### src/rtl/mux_scan_ctrl_if.sv
// Handshake and mux-control bundle between the scan controller and its host/mux.
interface mux_scan_ctrl_if;
  logic        start;
  logic        stop;
  logic [31:0] ch_mask;
  logic        sample_ack;
  logic [4:0]  set_ch;
  logic        ena;
  logic        cs;
  logic        wr;
  logic        sample_req;
  logic        busy;
  logic        scan_done;
  logic        err_empty;

  modport master (
    output start, stop, ch_mask, sample_ack,
    input  set_ch, ena, cs, wr, sample_req, busy, scan_done, err_empty
  );

  modport slave (
    input  start, stop, ch_mask, sample_ack,
    output set_ch, ena, cs, wr, sample_req, busy, scan_done, err_empty
  );
endinterface

### src/rtl/mux_scan_ctrl.sv
// Analog mux scan controller: walks enabled channels, strobes the address, settles, requests a sample.
// Define MUX_SCAN_CONT_EN to keep scanning passes until stop; default stops after one pass.
module mux_scan_ctrl #(
  parameter logic [23:0] CLK_DIVIDER = 24'd100,
  parameter logic [3:0]  WR_CYC      = 4'd2
) (
  input  logic           clk,
  input  logic           rst,
  mux_scan_ctrl_if.slave bus
);

  typedef enum logic [2:0] {IDLE, SEEK, LOAD, SETTLE, SAMPLE} state_t;

  state_t      state;
  logic [31:0] mask_q;
  logic [23:0] cnt;
  logic        stop_pend;
  logic        first;
  logic [4:0]  set_ch_q;
  logic        ena_q, cs_q, wr_q, sample_req_q, busy_q, scan_done_q, err_empty_q;

  logic [4:0]  base, probe, next_ch;
  logic        found, wraps;
  logic        stop_now;

  assign bus.set_ch     = set_ch_q;
  assign bus.ena        = ena_q;
  assign bus.cs         = cs_q;
  assign bus.wr         = wr_q;
  assign bus.sample_req = sample_req_q;
  assign bus.busy       = busy_q;
  assign bus.scan_done  = scan_done_q;
  assign bus.err_empty  = err_empty_q;

  assign stop_now = stop_pend | bus.stop;

  // The first search of a scan starts from channel 31 so the lowest set bit is picked.
  always_comb begin
    base    = first ? 5'd31 : set_ch_q;
    probe   = base;
    next_ch = base;
    found   = 1'b0;
    wraps   = 1'b0;
    for (int unsigned i = 1; i <= 32; i++) begin
      probe = base + 5'(i);
      if (!found && mask_q[probe]) begin
        found   = 1'b1;
        next_ch = probe;
        wraps   = (probe <= base);
      end
    end
  end

  always_ff @(posedge clk or negedge rst) begin
    if (!rst) begin
      state        <= IDLE;
      mask_q       <= '0;
      cnt          <= '0;
      stop_pend    <= 1'b0;
      first        <= 1'b0;
      set_ch_q     <= '0;
      ena_q        <= 1'b1;
      cs_q         <= 1'b1;
      wr_q         <= 1'b1;
      sample_req_q <= 1'b0;
      busy_q       <= 1'b0;
      scan_done_q  <= 1'b0;
      err_empty_q  <= 1'b0;
    end else begin
      scan_done_q <= 1'b0;
      err_empty_q <= 1'b0;
      if (state != IDLE && bus.stop) stop_pend <= 1'b1;

      case (state)
        IDLE: begin
          if (bus.start && bus.ch_mask == '0) begin
            err_empty_q <= 1'b1;
          end else if (bus.start && !bus.stop) begin
            mask_q    <= bus.ch_mask;
            first     <= 1'b1;
            stop_pend <= 1'b0;
            busy_q    <= 1'b1;
            ena_q     <= 1'b0;
            state     <= SEEK;
          end
        end

        SEEK: begin
          set_ch_q    <= next_ch;
          scan_done_q <= wraps && !first;
          first       <= 1'b0;
          cnt         <= '0;
          cs_q        <= 1'b0;
          wr_q        <= 1'b0;
          state       <= LOAD;
        end

        // wr rises one cycle before cs so the mux latches the address with cs still low.
        LOAD: begin
          if (cnt == 24'(WR_CYC)) begin
            cs_q  <= 1'b1;
            wr_q  <= 1'b1;
            cnt   <= '0;
            state <= SETTLE;
          end else begin
            if (cnt == 24'(WR_CYC) - 24'd1) wr_q <= 1'b1;
            cnt <= cnt + 24'd1;
          end
        end

        SETTLE: begin
          if (cnt == CLK_DIVIDER - 24'd1) begin
            cnt          <= '0;
            sample_req_q <= 1'b1;
            state        <= SAMPLE;
          end else begin
            cnt <= cnt + 24'd1;
          end
        end

        SAMPLE: begin
          if (bus.sample_ack) begin
            sample_req_q <= 1'b0;
`ifdef MUX_SCAN_CONT_EN
            if (stop_now) begin
              state     <= IDLE;
              busy_q    <= 1'b0;
              ena_q     <= 1'b1;
              stop_pend <= 1'b0;
            end else begin
              state <= SEEK;
            end
`else
            if (wraps) scan_done_q <= 1'b1;
            if (stop_now || wraps) begin
              state     <= IDLE;
              busy_q    <= 1'b0;
              ena_q     <= 1'b1;
              stop_pend <= 1'b0;
            end else begin
              state <= SEEK;
            end
`endif
          end
        end

        default: state <= IDLE;
      endcase
    end
  end

endmodule

### src/flat_wrapper.sv
// flat-port wrapper written by rule: the top's interface ports become plain ports
module mux_scan_ctrl_flat 
#(
  parameter logic [23:0] CLK_DIVIDER = 24'd100,
  parameter logic [3:0]  WR_CYC      = 4'd2
)
  (clk, rst, bus_start, bus_stop, bus_ch_mask, bus_sample_ack, bus_set_ch, bus_ena, bus_cs, bus_wr, bus_sample_req, bus_busy, bus_scan_done, bus_err_empty);
  mux_scan_ctrl_if bus_i ();
  input  logic clk;
  input  logic rst;
  input wire logic [$bits(bus_i.start)-1:0] bus_start;
  input wire logic [$bits(bus_i.stop)-1:0] bus_stop;
  input wire logic [$bits(bus_i.ch_mask)-1:0] bus_ch_mask;
  input wire logic [$bits(bus_i.sample_ack)-1:0] bus_sample_ack;
  output wire logic [$bits(bus_i.set_ch)-1:0] bus_set_ch;
  output wire logic [$bits(bus_i.ena)-1:0] bus_ena;
  output wire logic [$bits(bus_i.cs)-1:0] bus_cs;
  output wire logic [$bits(bus_i.wr)-1:0] bus_wr;
  output wire logic [$bits(bus_i.sample_req)-1:0] bus_sample_req;
  output wire logic [$bits(bus_i.busy)-1:0] bus_busy;
  output wire logic [$bits(bus_i.scan_done)-1:0] bus_scan_done;
  output wire logic [$bits(bus_i.err_empty)-1:0] bus_err_empty;
  assign bus_i.start = bus_start;
  assign bus_i.stop = bus_stop;
  assign bus_i.ch_mask = bus_ch_mask;
  assign bus_i.sample_ack = bus_sample_ack;
  assign bus_set_ch = bus_i.set_ch;
  assign bus_ena = bus_i.ena;
  assign bus_cs = bus_i.cs;
  assign bus_wr = bus_i.wr;
  assign bus_sample_req = bus_i.sample_req;
  assign bus_busy = bus_i.busy;
  assign bus_scan_done = bus_i.scan_done;
  assign bus_err_empty = bus_i.err_empty;
  mux_scan_ctrl #(.CLK_DIVIDER(CLK_DIVIDER), .WR_CYC(WR_CYC)) u_core (.clk(clk), .rst(rst), .bus(bus_i));
endmodule
### config.mk
export PLATFORM = sky130hd
export DESIGN_NAME = mux_scan_ctrl_flat
export DESIGN_NICKNAME = d
export VERILOG_FILES = /design/src/rtl/mux_scan_ctrl_if.sv /design/src/rtl/mux_scan_ctrl.sv /design/src/flat_wrapper.sv
export SDC_FILE = /design/constraint.sdc
export NUM_CORES = 1
export LEC_CHECK = 0
export ABC_CLOCK_PERIOD_IN_PS = 10800
export CAP_MARGIN = 20
export CORE_ASPECT_RATIO = 1.25
export CORE_MARGIN = 3
export CORE_UTILIZATION = 37
export CTS_CLUSTER_DIAMETER = 60
export DETAILED_ROUTE_END_ITERATION = 8
export REMOVE_ABC_BUFFERS = 1
export SYNTH_ARGS = -nofsm -noshare
export SYNTH_HDL_FRONTEND = slang
export SYNTH_SLANG_ARGS = --single-unit
### constraint.sdc
create_clock -name clk -period 10.8 [get_ports clk]
set_input_delay 2.16 -clock clk [delete_from_list [all_inputs] [get_ports clk]]
set_output_delay 2.16 -clock clk [all_outputs]
set_load 0.03 [all_outputs]
==> results of run 1 <==
==> sequential cells by signal (all words and copies together) (netlist names) <==
register and flops:
u_core.bus.set_ch 5, u_core.bus.err_empty 1, u_core.bus.scan_done 1, u_core.first 1, u_core.stop_pend 1, u_core.bus.sample_req 1, u_core.bus.cs 1, u_core.state 3
u_core.bus.ena 1, u_core.bus.busy 1, u_core.cnt 24, u_core.mask_q 32, u_core.bus.wr 1
==> cell type report <==
class | count | share of cell area, %
multi-input combinational | 1035 | 71.0
sequential | 73 | 15.9
timing repair buffer | 66 | 5.34
tap | 350 | 3.81
clock buffer | 12 | 2.23
inverter | 37 | 1.21
clock inverter | 4 | 0.446
==> synthesized netlist by cell type (all sizes together) (36+ instances only) <==
cell type and instances:
a21oi 69, dfrtp 70, inv 36, nand2 133, mux4 70, nand3 39, mux2 56, ha 41
nor2 73, o21ai 97, mux2i 64, clkbuf 55
==> how the worst max path moves through the flow <==
stage | cells after the start | start | to
after detailed placement | 16 | u_core.bus.set_ch[0] | u_core.bus.set_ch[2]
after global routing | 16 | u_core.bus.set_ch[0] | u_core.bus.set_ch[2]
after global placement | 16 | u_core.bus.set_ch[0] | u_core.bus.set_ch[2]
after CTS | 16 | u_core.bus.set_ch[0] | u_core.bus.busy
after floorplan | 15 | u_core.bus.set_ch[0] | u_core.bus.busy
final | 16 | u_core.bus.set_ch[0] | u_core.bus.busy
==> per-layer routing <==
| metal | vias up | track usage [%] | share of wire (%) |
|---|---|---|---|
| met5 | - | 0 | 0 |
| met3 | 193 | 3.15 | 6.9 |
| met2 | 621 | 46.5 | 46 |
| met1 | 5329 | 36.1 | 38 |
| li1 | 4748 | - | - |
| met4 | 0 | 21.8 | 9.4 |
==> cell families after synthesis <==
kind of cell	share of synthesized area, %
fa+ha+maj	4.91
buf+inv	4.52
flops	17.5
mux	27.3
compound gates	24.3
simple gates	19.2
xor+xnor	2.25
==> worst reg2reg max path, cell delays in order (launching register included) <==
cell      delay [ps]
dfrtp_1          560
nor2_4           230
buf_4            610
inv_2            410
ha_1             320
buf_4            230
xnor2_2          740
mux4_2           420
o22ai_1          230
a221oi_4         660
nand3_1          410
nor4_4           690
nand3_1          390
or3_1            530
o31ai_1          170
a211oi_2         170
o32a_1           310
==> through the flow <==
stage	instance area, um^2	hold WS, ps	worst slack, ps	instances	utilization (%)
after detailed placement	11200	447	3910	1560	40.3
after CTS	11500	457	3880	1576	41.4
final	11500	454	3610	1577	41.4
after global placement	11200	450	3880	1560	40.3
after floorplan	10100	452	3310	1145	-
after global routing	11500	471	3330	1577	41.4
==> metrics, run 1 <==
Worst Path Max Fanout=56; GRT overflow=0; post-synthesis instance area=10500 um^2; Tot GR Track Use=29.2%; Initial Util=37.7%; Vias=10.9k; reg2reg start=u_core.bus.set_ch[0]; vias per cell=6.91; Netlist cell types=88; Post-CTS Setup Inserts=0; DRT Wirelength=45.4 mm; relative slew slack=36.2%; Nets=1300; multi-input logic area=8160 um^2; Worst Path Buf+Inv=3; post-synth top area cell=dfrtp_1; Worst Skew=13.3 ps; #FFs+latches synth=73; Synth Flop Type=dfrtp_1; Worst Path Arrival=7410 ps; Hold Crit Depth=2; startpoint types=flop; MaxCap Viol Count=0; R2R Setup Slk=3610 ps; Fin. Hold Viols=0; RD Place Congestion=1.06; drt pass-1 iters=6; first-pass GRT wire length=67.2 mm; synth top area cells=dfrtp_1 17%, mux4_2 15%, mux2i_1 6.0%, mux2_2 6.0%, ha_1 4.9%; Fmax=139 MHz; initial antenna violation count=0; DRC=0; hold buffer count at CTS=0; setup violators final=0; clk buf depth=2; Hold Crit Class=flop to flop; worst flop-to-flop path endpoint=u_core.bus.busy; Yosys Warn Count=0; Post-synth ARST share=100%; initial DRC count=1119; max incr delay on CP=740 ps; DP HPWL=35.4 mm; CP Cell Sequence=nor2_4, buf_4, inv_2, ha_1, buf_4, xnor2_2, mux4_2, o22ai_1, a221oi_4, nand3_1, nor4_4, nand3_1, or3_1, o31ai_1, a211oi_2, o32a_1; layout cell share with drive strength beyond 1=16.5%; Antenna Cells=0; Worst EP required=11020 ps; sequential fraction of the synthesis area=17.5%; Final period util=66.6%; fin crit period=7190 ps; cell count after synthesis=1225; vias in the first global route=10.4k; EDFF count, synth=0; most frequent cells in the layout=133 x nand2_1, 96 x o21ai_0, 72 x nor2_1; Worst-Margin Slew=957 ps; Gates resized, CTS repair=0; Die Ht=194 um; Worst setup EP type=flop; reg2reg path depth=16; IO Count=49; CTS tree=done; Slew Viols, Final=0; WL/cell=28.8 um; leading cell type in the layout, fill and taps excluded=nand2_1; Die Footprint=30300 um^2; hold endpoint=u_core.bus.wr; I/O Buffers=48; clk root buf=clkbuf_16; Avg Cell Area, Syn=8.53 um^2; Area Overhead vs Synth=9.90%; CTS H-Tree Depth=3; row cnt=68; largest net degree at the start of global routing=74; hold path startpoint=u_core.bus.wr; clk_lat worst skew=340 ps; Worst-path clk slew=60 ps; die width=156 um; DRT antenna net count=0; core area=27700 um^2; kind of critical path=flop to flop; top cell type's share of synthesized area=16.8%; Fillers=2824; critical path's top delay family=simple AND/OR/NAND/NOR gates; CTS sink count=73; unrepaired setup endpoints after global routing=no; register area=1830 um^2; status=completed; Total Neg Setup Slack=0 ps; CTS Buf Count=9; slowest CP cell=xnor2_2
Power of run 1 is left out: the tool's default activity adds up to more than one toggle a clock period on the data nets, which glitch-free logic cannot reach.
==> inputs of run 2 (changes only) <==
ABC_CLOCK_PERIOD_IN_PS = 7000   (was 10800)
clock period = 7 ns   (was 10.8 ns; I/O delays follow)
==> run 2 against run 1 <==
  * Hold slack better by 2.3 ps
  * Register-to-register slack worse by 3000 ps
  * Clock skew is 2.9 ps lower
  * Sequential share of layout area is 0.25 points lower
  * Critical path depth is 3 higher
  * Utilization is 0.65 points higher
  * First-iteration DRC count is 17% higher
  * Via count is 1.1% higher
  * Cell count is 1.5% higher
  * Count of clock-buffer cells in the layout stayed put
  * Non-clock buffer count is 24 higher
  * Maximum frequency is 13% higher
  * Critical path type unchanged
  * Largest cell class unchanged
  * Highest routed layer unchanged
==> metrics, run 2 (synthesis gave the netlist of run 1 again) <==
status=completed; DRC=0; most frequent cells in the layout=133 x nand2_1, 96 x o21ai_0, 72 x nor2_1; I/O Buffers=48; Vias=11.0k; setup violators final=0; Worst-path clk slew=60 ps; Slew Viols, Final=0; Largest register FFs=32; R2R Setup Slk=630 ps; vias in the first global route=10.5k; unrepaired setup endpoints after global routing=no; reg2reg path depth=19; Worst setup EP type=flop; Fmax=157 MHz; MaxCap Viol Count=0; core area=27700 um^2; Fin. Hold Viols=0; CTS H-Tree Depth=3; layout cell share with drive strength beyond 1=18.1%; Final period util=91.0%; CP dominant cell by count=buf_4; CP Cell Sequence=or2_2, inv_1, buf_4, ha_1, nand2_1, ha_1, inv_1, a21oi_1, a2bb2oi_1, and2_1, buf_4, nand4_1, nor2_1, buf_4, nand3_1, or3_1, o31ai_1, a211oi_2, o32a_1; row cnt=68; GRT overflow=0; CTS sink count=73; clk_lat worst skew=330 ps; IO Count=49; die width=156 um; fin crit period=6370 ps; CTS Buf Count=9; Hold Crit Class=flop to flop; Die Footprint=30300 um^2; slowest CP cell=inv_1; Die Ht=194 um; Worst EP required=7220 ps; Critical Path Start=u_core.first; first-pass GRT wire length=68.0 mm; Worst Skew=10.4 ps; vias per cell=6.87; DRT Wirelength=46.0 mm; initial DRC count=1313; clk root buf=clkbuf_16; hold buffer count at CTS=0; Antenna Cells=0; crit path to=u_core.bus.busy; Area Overhead vs Synth=11.6%; largest net degree at the start of global routing=74; WL/cell=28.8 um; Tot GR Track Use=29.8%; leading cell type in the layout, fill and taps excluded=nand2_1; initial antenna violation count=0; startpoint types=flop; reg2reg start=u_core.first; relative slew slack=30.4%; Worst Path Arrival=6590 ps; DRT antenna net count=0; CTS tree=done; Nets=1324; drt pass-1 iters=6; kind of critical path=flop to flop; max incr delay on CP=660 ps; fin util=42.1%; worst flop-to-flop path endpoint=u_core.bus.busy; Post-CTS Setup Inserts=0; largest register by flop count=u_core.mask_q; DP HPWL=36.7 mm; Gates resized, CTS repair=0; Worst Path Max Fanout=16; clk buf depth=2; RD Place Congestion=1.04; Worst-Margin Slew=1040 ps; Initial Util=37.7%
run 2: changes by cell type in the layout (fill, tap and decap cells not counted), sizes merged:
cell | before | now
buf | 19 | 43
clkinv | 3 | 2
inv | 36 | 37
run 2: final cells by class:
class / count / area, um^2
Inverter: 37 / 139
Multi-Input combinational cell: 1035 / 8160
Timing Repair Buffer: 90 / 793
Clock buffer: 12 / 256
Clock inverter: 4 / 51.3
Tap cell: 350 / 438
Sequential cell: 73 / 1830
Fill cell: 2850 / 16100
run 2: metal layers:
| metal | global-route usage (%) | part of all wire [%] | vias up |
|---|---|---|---|
| met5 | 0 | 0 | - |
| met4 | 23.7 | 10 | 0 |
| met3 | 3.66 | 7.2 | 171 |
| met2 | 47.5 | 46 | 642 |
| met1 | 35.8 | 37 | 5388 |
| li1 | - | - | 4805 |
run 2: worst min-delay path by stage:
stage / start / to / cells after the start
6_report: u_core.bus.wr / u_core.bus.wr / 2
5_1_grt: u_core.bus.wr / u_core.bus.wr / 2
4_1_cts: u_core.bus.wr / u_core.bus.wr / 2
3_5_place_dp: u_core.bus.wr / u_core.bus.wr / 2
3_3_place_gp: u_core.bus.wr / u_core.bus.wr / 2
2_1_floorplan: u_core.cnt[23] / u_core.cnt[23] / 1
run 2: worst max-delay path, delay by kind of cell (launching register included):
kind                     cells  cell delay, ps
flip-flops                   1             600
buffers and inverters        5            1650
adder cells (fa/ha/maj)      2             690
AND/OR/NAND/NOR              7            2170
AO/OA/AOI/OAI                5            1120
run 2: stage by stage:
step	instance area [um^2]	cells	setup TNS (ps)	hold slack, ps	setup WS (ps)
final	11700	1601	0	456	628
after global routing	11700	1601	0	482	306
after CTS	11700	1601	0	460	773
after detailed placement	11400	1585	0	451	801
after global placement	11400	1585	0	447	910
after floorplan	10100	1145	-3060	452	-494
Power of run 2 is left out for the same reason.
==> inputs of run 3 (changes only) <==
PLACE_DENSITY = 0.56   (was unset)
==> run 3 against run 2 <==
  * Cell count is 0.56% lower
  * Via count rose by 0.75%
  * Flip-flop and latch count unchanged
  * Setup slack got worse by 120 ps
  * Utilization shrank 0.30 points
  * Register-to-register slack got worse by 120 ps
  * Final area is 0.71% lower
  * Hold slack got worse by 5.5 ps
  * Critical path type unchanged
  * Largest cell class unchanged
  * Highest routed layer is now met5
==> metrics, run 3 (synthesis gave the netlist of run 1 again) <==
first-pass GRT wire length=70.0 mm; Die Ht=194 um; leading cell type in the layout, fill and taps excluded=nand2_1; DRT antenna net count=0; CTS H-Tree Depth=3; Worst setup EP type=flop; Fillers=2817; Antenna Cells=0; Post-CTS Setup Inserts=0; vias in the first global route=10.6k; Area Overhead vs Synth=10.8%; clk buf depth=2; Final period util=92.7%; unrepaired setup endpoints after global routing=no; DRT Wirelength=46.6 mm; Worst Path Max Fanout=23; relative slew slack=23.7%; Worst-Margin Slew=1110 ps; Worst Path Arrival=6680 ps; GRT overflow=0; initial antenna violation count=2; DP HPWL=35.9 mm; Worst Skew=9.96 ps; IO Count=49; Placed Instances=1574; hold buffer count at CTS=0; Nets=1315; Hold Crit Class=flop to flop; core area=27700 um^2; Fmax=154 MHz; Fin. Hold Viols=0; most frequent cells in the layout=133 x nand2_1, 96 x o21ai_0, 72 x nor2_1; register area=1830 um^2; RD Place Congestion=1.08; clk root buf=clkbuf_16; initial DRC count=1264; CTS tree=done; WL/cell=29.3 um; clk_lat worst skew=340 ps; CTS Buf Count=9; Slew Viols, Final=0; Worst-path clk slew=60 ps; Tot GR Track Use=30.5%; CTS sink count=73; Gates resized, CTS repair=0; layout cell share with drive strength beyond 1=17.3%; Largest register FFs=32; Worst EP required=7190 ps; fin crit period=6490 ps; row cnt=68; startpoint types=flop; I/O Buffers=48; MaxCap Viol Count=0; Vias=11.1k; DRC=0; post-route insts no fill=1592; vias per cell=6.96; largest net degree at the start of global routing=74; drt pass-1 iters=6; R2R Setup Slk=510 ps; setup violators final=0; Initial Util=37.7%; die width=156 um; multi-input logic area=8160 um^2; largest register by flop count=u_core.mask_q; status=completed; Die Footprint=30300 um^2; kind of critical path=flop to flop
-- run 3: routing by layer --
| metal | share of wire, % | vias to the layer above | track usage [%] | wire, um |
|---|---|---|---|---|
| li1 | - | 4780 | - | - |
| met4 | 8.5 | 4 | 21.1 | 3970 |
| met2 | 46 | 736 | 48.1 | 21500 |
| met5 | 0.043 | - | 0 | 20 |
| met3 | 8.4 | 198 | 4.80 | 3900 |
| met1 | 37 | 5370 | 38.0 | 17100 |
-- run 3: critical path, cell delays in order (launching register included) --
cell	delay, ps
dfrtp_1	470
or2_2	630
inv_1	170
ha_1	360
inv_1	200
ha_1	410
nand2b_1	190
a211oi_1	230
or4_1	440
o22ai_1	310
nor4b_2	360
nand3_2	390
buf_4	280
nor3_1	580
a32oi_1	350
o21ai_0	380
a21oi_1	220
o21ai_1	210
a31oi_1	120
-- run 3: final timing paths --
kind,from,to,depth (start not counted)
min reg2reg,u_core.bus.wr,u_core.bus.wr,2
min,u_core.bus.wr,u_core.bus.wr,2
max reg2reg,u_core.first,u_core.bus.set_ch[3],18
min in group asynchronous,rst,u_core.cnt[8],1
max,u_core.first,u_core.bus.set_ch[3],18
max in group asynchronous,rst,u_core.mask_q[2],1
-- run 3: final cells by class --
| class | count | share of cell area, % |
|---|---|---|
| timing repair buffer | 81 | 6.26 |
| clock buffer | 13 | 2.16 |
| inverter | 37 | 1.20 |
| clock inverter | 3 | 0.367 |
| sequential | 73 | 15.8 |
| multi-input combinational | 1035 | 70.4 |
| tap | 350 | 3.78 |
-- run 3: metrics by stage --
stage               setup TNS [ps]  hold slack [ps]  instance area, um^2  utilization (%)  setup slack (ps)
finish                           0              451                11600             41.8               513
CTS                              0              457                11600             41.7               850
global placement                 0              444                11300             40.7               900
floorplan                    -3060              452                10100                -              -494
detailed placement               0              448                11300             40.7               878
global route                     0              493                11600             41.8               393
Power of run 3 is left out for the same reason.
